==> src/rtl/regfile_psw.sv <==
// regfile_psw: 8x16 register file with write-through bypass,
// NZVC status word and branch-condition evaluation.
module regfile_psw #(
  parameter int         WIDTH     = 16,
  parameter int         NREGS     = 8,
  parameter int         AW        = 3,
  parameter logic [3:0] PSW_RESET = 4'b0000
) (
  input  logic             CLK,
  input  logic             RESET,
  input  logic [AW-1:0]    RAADDR,
  output logic [WIDTH-1:0] RADATA,
  input  logic [AW-1:0]    RBADDR,
  output logic [WIDTH-1:0] RBDATA,
  input  logic             WE,
  input  logic [AW-1:0]    WADDR,
  input  logic [WIDTH-1:0] WDATA,
  input  logic [3:0]       FLGWE,
  input  logic             NIN,
  input  logic             ZIN,
  input  logic             VIN,
  input  logic             CIN_IN,
  input  logic             PSWLD,
  input  logic [3:0]       PSWIN,
  output logic [3:0]       PSW,
  output logic             CFLAG,
  input  logic [3:0]       COND,
  output logic             TAKEN
);

  logic [WIDTH-1:0] r_regs [NREGS];
  logic [3:0]       r_psw;

  logic             w_wr;
  logic             w_byp_a;
  logic             w_byp_b;
  logic [3:0]       w_fin;
  logic             w_n;
  logic             w_z;
  logic             w_v;
  logic             w_c;
  logic             w_base;

  // Writes are suppressed while reset is held, so bypass is too.
  assign w_wr    = WE & ~RESET;
  assign w_byp_a = w_wr & (WADDR == RAADDR);
  assign w_byp_b = w_wr & (WADDR == RBADDR);

  assign RADATA = w_byp_a ? WDATA : r_regs[RAADDR];
  assign RBDATA = w_byp_b ? WDATA : r_regs[RBADDR];

  always_ff @(posedge CLK or posedge RESET) begin
    if (RESET) begin
      for (int i = 0; i < NREGS; i++) begin
        r_regs[i] <= '0;
      end
    end else if (WE) begin
      r_regs[WADDR] <= WDATA;
    end
  end

  assign w_fin = {NIN, ZIN, VIN, CIN_IN};

  always_ff @(posedge CLK or posedge RESET) begin
    if (RESET) begin
      r_psw <= PSW_RESET;
    end else if (PSWLD) begin
      r_psw <= PSWIN;
    end else begin
      r_psw <= (r_psw & ~FLGWE) | (w_fin & FLGWE);
    end
  end

  assign PSW   = r_psw;
  assign CFLAG = r_psw[0];

  assign w_n = r_psw[3];
  assign w_z = r_psw[2];
  assign w_v = r_psw[1];
  assign w_c = r_psw[0];

  always_comb begin
    w_base = 1'b1;
    unique case (COND[2:0])
      3'b000: w_base = 1'b1;
      3'b001: w_base = w_z;
      3'b010: w_base = w_n;
      3'b011: w_base = w_c;
      3'b100: w_base = w_v;
      3'b101: w_base = w_n ^ w_v;
      3'b110: w_base = (w_n ^ w_v) | w_z;
      3'b111: w_base = w_c | w_z;
    endcase
  end

  assign TAKEN = w_base ^ COND[3];

endmodule

==> config.mk <==
export PLATFORM = sky130hd
export DESIGN_NAME = regfile_psw
export DESIGN_NICKNAME = d
export VERILOG_FILES = /design/src/rtl/regfile_psw.sv
export SDC_FILE = /design/constraint.sdc
export NUM_CORES = 1
export LEC_CHECK = 0
export BUFFER_PORTS_ARGS = -buffer_cell sky130_fd_sc_hd__clkbuf_2
export CAP_MARGIN = 20
export CORE_MARGIN = 4
export CORE_UTILIZATION = 35
export CTS_CLUSTER_SIZE = 8
export DETAILED_ROUTE_END_ITERATION = 10
export PLACE_DENSITY = 0.48
export SKIP_LAST_GASP = 1
export SYNTH_ARGS = -nofsm -noshare
export SYNTH_HDL_FRONTEND = slang
export SYNTH_SLANG_ARGS = --single-unit
==> constraint.sdc <==
create_clock -name CLK -period 7.7 [get_ports CLK]
set_input_delay 0.385 -clock CLK [delete_from_list [all_inputs] [get_ports CLK]]
set_output_delay 0.385 -clock CLK [all_outputs]
set_load 0.03 [all_outputs]
==> results of run 1 <==
-- layout make-up --
cell class	count	area [sq um]	area share, %
clock buffers	17	425	4.89
clock inverters	15	229	2.63
inverters	2	10.0	0.115
multi-input cells	335	3870	44.4
flip-flops and latches	132	3300	38.0
well taps	275	344	3.96
repair buffers	94	520	5.98
-- through the flow --
step / util (%) / hold WS [ps] / setup slack (ps) / instance area [sq um] / cells
CTS: 41.0 / 76.0 / 4440 / 8670 / 869
floorplan: - / 471 / 3790 / 7560 / 524
detailed placement: 37.9 / 507 / 4450 / 8020 / 837
global placement: 37.9 / 488 / 4460 / 8020 / 837
global route: 41.1 / 116 / 4260 / 8700 / 870
finish: 41.1 / 50.2 / 4590 / 8700 / 870
-- power groups by stage --
| stage | clock, mW | combinational, mW | sequential [mW] |
|---|---|---|---|
| global placement | 0 | 0.641 | 0.947 |
| CTS | 0.919 | 0.655 | 0.947 |
| global route | 0.950 | 0.694 | 0.970 |
| finish | 0.897 | 0.643 | 0.949 |
| detailed placement | 0 | 0.653 | 0.960 |
| floorplan | 0 | 0.519 | 0.928 |
-- layout by cell type, fill, tap and decap left out, types with 2 or more instances in the layout --
cell	Yosys	routed
mux4_2	64	64
xnor2_1	6	6
nand4_1	3	3
mux2_1	2	2
mux2_2	126	126
nand4b_2	3	3
inv_6	0	3
mux2i_1	37	37
buf_4	29	11
clkinv_4	0	4
bufinv_16	0	5
dfrtp_1	132	132
o21ai_0	6	6
nand2_1	7	7
clkbuf_16	0	17
a21oi_1	33	33
clkinv_2	0	2
clkbuf_2	0	82
nor3b_4	2	2
nor2_1	34	34
-- metal layers --
layer	vias up	global-route usage, %	part of all wire, %
met4	0	3.62	0.94
met3	14	3.09	2.8
met2	76	28.8	52
li1	2103	-	-
met1	2495	21.6	44
met5	-	0	0
-- path summary, 6_finish.rpt --
check | start | slack (ps) | cells past startpoint | endpoint
worst max register to register | r_regs[49]$_DFFE_PP0P_ | 6900 | 1 | r_regs[49]$_DFFE_PP0P_
worst max-delay path | RAADDR[0] | 4590 | 7 | RADATA[15]
worst min-delay path | RESET | 50 | 2 | r_regs[0]$_DFFE_PP0P_
max in group asynchronous | RESET | 6470 | 4 | r_regs[105]$_DFFE_PP0P_
min in group CLK | PSWIN[3] | 170 | 3 | flip-flop
worst min register to register | r_regs[53]$_DFFE_PP0P_ | 520 | 1 | r_regs[53]$_DFFE_PP0P_
-- kinds of logic (layout without fill, tap and decap cells) --
logic type	after synthesis	in the layout	synth area share [%]
muxes	229	229	43.0
buffers and inverters	57	128	5.13
AOI/OAI and AO/OA	41	41	2.80
and+or+nand+nor	59	59	4.62
DFF	132	132	43.7
xor gates and xnor gates	6	6	0.695
==> flow_summary_export.csv, run 1 <==
group,metric,value,unit
clock_network,clkLatencyLatePin,420,ps
cells_and_area,syn_to_final_growth,15.1,%
clock_network,holdBufCountCts,0,
routing,firstDrtPassIters,4,
placement,numPortBuffers,82,
timing,slew_viol_final,0,
synthesis,synthTopCellsByCount,"dfrtp_1, mux2_2, mux4_2",
timing,rsz0062_at_grt,"false",
clock_network,post_cts_buffers,0,
global_routing,track_usage,16.6,%
synthesis,synth.yosys.seq_area_share,43.7,%
hold_path,hold_class,"in2async",
floorplan,core_area,21200,sq um
worst_setup_path,crit_path_end_kind,"primary output",
floorplan,dieArea,24000,sq um
power,p_sw_share,29.3,%
synthesis,syn_area_per_cell,14.4,sq um
power,power.switching,0.730,mW
cells_and_area,drive_above_1_share,54.8,%
global_routing,antenna_found_initial,0,
global_routing,grt_pass1_vias,5051,
cells_and_area,nets,627,
run,drv_cap,0,
worst_setup_path,path_max_fanout,33,
routing,vias_per_cell,5.39,
timing,period_minus_slack,3110,ps
timing,tns,0,ps
cells_and_area,max_flop_register,"r_regs",
cells_and_area,largest_reg_flops,128,
clock_network,clk_pin_slew,70,ps
status,run_status,"finished, final reports clean",
worst_setup_path,critical-path-top-delay-family,"buffers and inverters",
routing,ant_nets,0,
power,seqPwrFrac,38.1,%
clock_network,cts_resized,0,
timing,hold_violations,0,
clock_network,clk_path_buf_depth,2,
synthesis,synth-edff-count,0,
synthesis,synth_top_area_cell,"dfrtp_1",
placement,gp_congestion,0.720,
synthesis,synth_top_area_share,43.7,%
synthesis,ys_seq_elements,132,
routing,routedWlPerCell,21.9,um
cells_and_area,antennaDiodeCount,0,
worst_setup_path,crit_buf_inv,4,
power,p_comb_share,25.8,%
timing,skew,0,ps
cells_and_area,fill_cells,1983,
power,power.internal,1.76,mW
worst_setup_path,crit_type,"in2out",
timing,tightestPinTransition,1130,ps
synthesis,netlist_area,7560,sq um
routing,vias,4688,
power,power.density,286,nW/um^2
routing,wl,19100,um
worst_setup_path,worstPathArrival,2720,ps
power,p_leak,3.73,nW
clock_network,root_buffer,"clkbuf_16",
synthesis,synthTopCellsByArea,"dfrtp_1, mux4_2, mux2_2",
floorplan,die_w,155,um
worst_setup_path,cpMaxStageDelayCell,"nand4_1",
floorplan,initial_core_util,35.7,%
power,p_clk_share,36.0,%
cells_and_area,top_regs,"r_regs x128",
timing,max_freq,322,MHz
synthesis,synth_ff_type,"dfrtp_1",
routing,drt_iter0_markers,204,
timing,max_slew_margin,24.5,%
synthesis,synth.most_common_cell,"dfrtp_1",
timing,timing.final.crit_share,40.4,%
power,power,2.49,mW
timing,report.final.setup_viol,0,
floorplan,placementRows,53,
clock_network,cts_buffers,17,
floorplan,pin_count,83,
worst_setup_path,path_cells,"clkbuf_2 -> buf_4 -> xnor2_1 -> nand4_1 -> buf_4 -> a21oi_1 -> clkbuf_2",
synthesis,netlist_instances,524,
synthesis,synth-async-reset-ratio,100,%
synthesis,synthesis.nets,569,
clock_network,cts_sinks,132,
routing,drc,0,
synthesis,synthDistinctLibCells,31,
power,ir_worst_vdd,0.000130,V
global_routing,overflow,0,
floorplan,chipHeight,155,um
worst_setup_path,critPathMaxStageDelay,600,ps
worst_setup_path,required,7320,ps
worst_setup_path,setup.worst_path.start_class,"primary input",
clock_network,tritoncts,"yes",
placement,hpwl,11300,um
clock_network,cts_max_level,4,
global_routing,grt_pass1_wl,30300,um
global_routing,grt_start_max_net_pins,85,
synthesis,yosysWarnings,0,
No activity file was read; power rests on OpenSTA's default activity.
==> run 2, diff against run 1 <==
--- a/config.mk
+++ b/config.mk
@@ -11,7 +11,7 @@
 export CORE_UTILIZATION = 35
 export CTS_CLUSTER_SIZE = 8
 export DETAILED_ROUTE_END_ITERATION = 10
-export PLACE_DENSITY = 0.48
+export PLACE_DENSITY = 0.5
 export SKIP_LAST_GASP = 1
 export SYNTH_ARGS = -nofsm -noshare
 export SYNTH_HDL_FRONTEND = slang
==> constraint.sdc (replaced) <==
create_clock -name CLK -period 2.85 [get_ports CLK]
set_input_delay 0.1425 -clock CLK [delete_from_list [all_inputs] [get_ports CLK]]
set_output_delay 0.1425 -clock CLK [all_outputs]
set_load 0.03 [all_outputs]
==> run 2 against run 1 <==
First-iteration DRC count increased by 43%. Die area unchanged. Clock power grew to 2.8 times the previous value. Critical path type is now reg2out. Largest power group unchanged.
==> flow_summary_export.csv, run 2 (synthesized netlist as in run 1, its figures left out) <==
group,metric,value,unit
status,run_status,"finished, final reports clean",
timing,hold_ws,26.0,ps
worst_setup_path,worstPathArrival,1850,ps
global_routing,grt_pass1_wl,30000,um
routing,drt_iter0_markers,291,
global_routing,antenna_found_initial,0,
worst_setup_path,path_max_fanout,3,
worst_setup_path,required,2710,ps
floorplan,die_w,155,um
hold_path,hold_class,"in2reg",
cells_and_area,utilization,42.1,%
power,power,6.81,mW
worst_setup_path,crit_type,"reg2out",
routing,routedWlPerCell,21.1,um
floorplan,chipHeight,155,um
floorplan,initial_core_util,35.7,%
placement,numPortBuffers,82,
timing,tns,0,ps
cells_and_area,largest_reg_flops,128,
timing,tightestPinTransition,665,ps
placement,dp_cells,847,
floorplan,core_area,21200,sq um
cells_and_area,top_regs,"r_regs x128",
clock_network,tritoncts,"yes",
timing,report.final.setup_viol,0,
run,drv_cap,0,
global_routing,track_usage,16.3,%
placement,hpwl,11800,um
routing,ant_nets,0,
placement,gp_congestion,0.724,
cells_and_area,final_cell_mix,"dfrtp_1, mux2_2, clkbuf_2",
clock_network,clk_pin_slew,60,ps
cells_and_area,antennaDiodeCount,0,
timing,rsz0062_at_grt,"false",
power,p_leak,3.83,nW
timing,period_minus_slack,1990,ps
clock_network,cts_sinks,132,
cells_and_area,fill_cells,1915,
timing,timing.final.crit_share,70.0,%
worst_setup_path,crit_path_end_kind,"primary output",
routing,wl,18700,um
clock_network,clk_path_buf_depth,2,
cells_and_area,max_flop_register,"r_regs",
clock_network,root_buffer,"clkbuf_16",
clock_network,clkLatencyLatePin,410,ps
timing,max_slew_margin,55.6,%
clock_network,cts_max_level,4,
timing,skew,0,ps
timing,slew_viol_final,0,
power,power.density,765,nW/um^2
floorplan,dieArea,24000,sq um
power,ir_worst_vdd,0.000302,V
cells_and_area,drive_above_1_share,54.8,%
cells_and_area,syn_to_final_growth,17.9,%
routing,vias_per_cell,5.30,
cells_and_area,instances_no_fill,885,
global_routing,overflow,0,
timing,max_freq,501,MHz
routing,drc,0,
floorplan,placementRows,53,
floorplan,pin_count,83,
worst_setup_path,r2r_slack,2060,ps
clock_network,post_cts_buffers,0,
global_routing,grt_start_max_net_pins,51,
clock_network,cts_buffers,17,
worst_setup_path,setup.worst_path.start_class,"flip-flop",
cells_and_area,nets,642,
global_routing,grt_pass1_vias,5216,
cells_and_area,layout_commonest_cell,"dfrtp_1",
timing,hold_violations,0,
routing,firstDrtPassIters,4,
routing,vias,4687,
[run 2: changes by cell type in the layout (fill, tap and decap cells not counted), sizes merged]
cell,change
clkbuf,+5
buf,+10
inv,-4
dlygate4sd3,+5
clkinv,-2
bufinv,+1
[run 2: through the flow]
step	instance area, sq um	setup slack (ps)
5_1_grt	8910	765
6_report	8910	856
4_1_cts	8890	883
2_1_floorplan	7560	1070
3_3_place_gp	8170	859
3_5_place_dp	8170	880
[run 2: per-layer routing]
metal	wire [um]	global-route usage, %	share of wire (%)
met1	8440	21.4	45
met2	9320	27.6	50
met3	753	3.98	4.0
met4	140	3.36	0.75
met5	0	0	0
[run 2: path summary, 6_finish.rpt]
| kind | start | endpoint | cells past startpoint |
|---|---|---|---|
| setup / recovery | r_regs[3]$_DFFE_PP0P_ | RADATA[3] | 4 |
| hold / removal | PSWLD | flip-flop | 2 |
| setup reg to reg | r_regs[49]$_DFFE_PP0P_ | r_regs[49]$_DFFE_PP0P_ | 1 |
| hold reg to reg | r_regs[20]$_DFFE_PP0P_ | r_regs[20]$_DFFE_PP0P_ | 1 |
| max in group asynchronous | RESET | r_regs[36]$_DFFE_PP0P_ | 5 |
| min in group asynchronous | RESET | async pin | 3 |
[run 2: power by group]
part / switching [mW] / internal (mW) / leakage [nW]
Sequential: 0.286 / 2.29 / 1.58
Combinational: 0.826 / 0.925 / 1.92
Clock: 0.786 / 1.70 / 0.334
[run 2: worst max-delay path, stage by stage, from the launching register on]
cell and delay (ps):
dfrtp_1 390, mux4_2 460, mux2i_1 270, a21oi_1 120, clkbuf_2 200
[run 2: timing repair]
action | CTS | global route
hold buffers | 5 | 0
hold endpoints to repair | 42 | 0
endpoints found under the setup margin | 0 | 0
gates resized for setup | 0 | 0
[run 2: area by class of cell]
class                           instances  area [sq um]  share of cell area, %
Inverter                                2          11.3                  0.126
Clock buffer                           22           474                   5.32
Multi-Input combinational cell        335          3870                   43.4
Tap cell                              275           344                   3.86
Sequential cell                       132          3300                   37.1
Timing Repair Buffer                  109           713                   8.00
Clock inverter                         10           200                   2.25
==> run 3, diff against run 2 <==
--- a/config.mk
+++ b/config.mk
@@ -11,7 +11,7 @@
 export CORE_UTILIZATION = 35
 export CTS_CLUSTER_SIZE = 8
 export DETAILED_ROUTE_END_ITERATION = 10
-export PLACE_DENSITY = 0.5
+export PLACE_DENSITY = 0.48
 export SKIP_LAST_GASP = 1
 export SYNTH_ARGS = -nofsm -noshare
 export SYNTH_HDL_FRONTEND = slang
==> constraint.sdc (replaced) <==
create_clock -name CLK -period 1.9 [get_ports CLK]
set_input_delay 0.095 -clock CLK [delete_from_list [all_inputs] [get_ports CLK]]
set_output_delay 0.095 -clock CLK [all_outputs]
set_load 0.03 [all_outputs]
==> run 3 against run 2 <==
Final cell count up 1.8%. Largest power group unchanged. Largest cell class unchanged. Register-to-register slack worse by 1600 ps. Hold slack improved by 21 ps. Critical path depth unchanged. Wire length increased by 4.0%. Clock-buffer cell count fell by 2. Sequential cell count unchanged. Global-route usage is 0.54 points higher. Clock power up 37%.
==> flow_summary_export.csv, run 3 (synthesized netlist as in run 1, its figures left out) <==
group,metric,value,unit
status,run_status,"finished, final reports clean",
global_routing,antenna_found_initial,0,
floorplan,dieArea,24000,sq um
power,p_comb_share,28.2,%
power,power.switching,3.04,mW
power,p_clk_share,33.7,%
cells_and_area,nets,658,
timing,skew,0,ps
hold_path,min_path_cells,2,
cells_and_area,syn_to_final_growth,22.1,%
power,power.internal,7.09,mW
global_routing,grt_pass1_wl,30400,um
timing,report.final.setup_viol,0,
routing,routedWlPerCell,21.5,um
power,power.density,1100,nW/um^2
floorplan,pin_count,83,
timing,max_slew_margin,50.6,%
clock_network,cts_sinks,132,
timing,tightestPinTransition,741,ps
routing,ant_nets,0,
routing,drt_iter0_markers,266,
worst_setup_path,r2r_cells,4,
power,p_sw_share,30.0,%
timing,period_minus_slack,1870,ps
worst_setup_path,path_max_fanout,3,
timing,slew_viol_final,0,
routing,drc,0,
timing,hold_violations,0,
placement,dpl_cell_area,8340,sq um
placement,numPortBuffers,82,
cells_and_area,utilization,43.6,%
hold_path,min_to,"r_regs[49]$_DFFE_PP0P_",
placement,gp_congestion,0.763,
power,seqPwrFrac,38.1,%
timing,tns,0,ps
floorplan,placementRows,53,
floorplan,die_w,155,um
cells_and_area,instances_no_fill,901,
global_routing,track_usage,16.8,%
worst_setup_path,required,1800,ps
clock_network,tritoncts,"yes",
routing,vias_per_cell,5.41,
floorplan,chipHeight,155,um
worst_setup_path,r2r_slack,440,ps
cells_and_area,max_flop_register,"r_regs",
hold_path,worstHoldStart,"WDATA[1]",
cells_and_area,drive_above_1_share,57.0,%
worst_setup_path,worstPathArrival,1780,ps
power,p_leak,3.90,nW
placement,hpwl,11900,um
clock_network,clk_pin_slew,60,ps
worst_setup_path,path_cells,"mux4_2 -> mux2i_1 -> a21oi_1 -> buf_4",
power,power,10.1,mW
hold_path,hold_class,"in2reg",
cells_and_area,top_regs,"r_regs x128",
timing,max_freq,533,MHz
run,drv_cap,0,
cells_and_area,final_area,9230,sq um
cells_and_area,layout_commonest_cell,"dfrtp_1",
worst_setup_path,crit_path_end_kind,"primary output",
clock_network,clk_path_buf_depth,2,
worst_setup_path,setup.worst_path.start_class,"flip-flop",
placement,dp_cells,855,
worst_setup_path,critPathMaxStageDelay,460,ps
clock_network,cts_max_level,4,
routing,wl,19400,um
cells_and_area,antennaDiodeCount,0,
global_routing,grt_pass1_vias,5185,
worst_setup_path,cpMaxStageDelayCell,"mux4_2",
timing,rsz0062_at_grt,"true",
global_routing,grt_start_max_net_pins,133,
cells_and_area,largest_reg_flops,128,
floorplan,core_area,21200,sq um
clock_network,root_buffer,"clkbuf_16",
floorplan,initial_core_util,35.7,%
global_routing,overflow,0,
cells_and_area,final_cell_mix,"dfrtp_1, mux2_2, clkbuf_2",
timing,timing.final.crit_share,98.7,%
routing,vias,4874,
power,ir_worst_vdd,0.000567,V
clock_network,cts_buffers,17,
clock_network,clkLatencyLatePin,430,ps
worst_setup_path,crit_type,"reg2out",
routing,firstDrtPassIters,4,
run 3: worst max-delay path: cells and delay by family, from the launching register on:
kind | cells | cell delay, ps
mux | 2 | 670
buf+inv | 1 | 170
flops | 1 | 390
compound gates | 1 | 110
run 3: metal layers:
layer	GRT usage (%)	up-vias	wire (um)
met5	0	-	0
met4	5.21	0	274
met3	3.92	23	1050
met2	28.0	121	9640
met1	22.0	2562	8430
li1	-	2168	-
run 3: how the worst max path moves through the flow:
stage,startpoint,endpoint
5_1_grt,r_regs[109]$_DFFE_PP0P_,RADATA[13]
4_1_cts,r_regs[12]$_DFFE_PP0P_,RADATA[12]
2_1_floorplan,RESET,async pin
6_report,r_regs[13]$_DFFE_PP0P_,RADATA[13]
3_3_place_gp,RBADDR[1],RBDATA[12]
3_5_place_dp,RBADDR[1],RBDATA[12]
run 3: area by class of cell:
cell class,count,area [sq um]
inverters,2,11.3
multi-input cells,335,3950
flip-flops and latches,132,3300
clock inverters,12,155
repair buffers,125,1000
well taps,275,344
clock buffers,20,457
fillers,1911,11900
run 3: power by group through the flow:
| stage | Clock, mW | Combinational (mW) | Sequential (mW) |
|---|---|---|---|
| after CTS | 3.50 | 2.79 | 3.85 |
| final | 3.42 | 2.85 | 3.86 |
| after detailed placement | 0 | 2.69 | 3.90 |
| after global routing | 3.62 | 3.07 | 3.94 |
| after floorplan | 0 | 2.10 | 3.76 |
| after global placement | 0 | 2.65 | 3.87 |
run 3: per-stage QoR:
step	hold WS [ps]	setup slack (ps)
finish	46.5	25.5
global route	62.1	-47.5
CTS	25.7	-24.9
detailed placement	311	164
global placement	301	166
floorplan	204	168
run 3: timing repair:
item,in CTS,in global routing
setup endpoints to repair,6,13
cloned,0,0
pin swaps,2,4
gates resized for setup,12,43
hold buffers,13,0
endpoints found under the hold margin,136,0
setup buffers,0,1
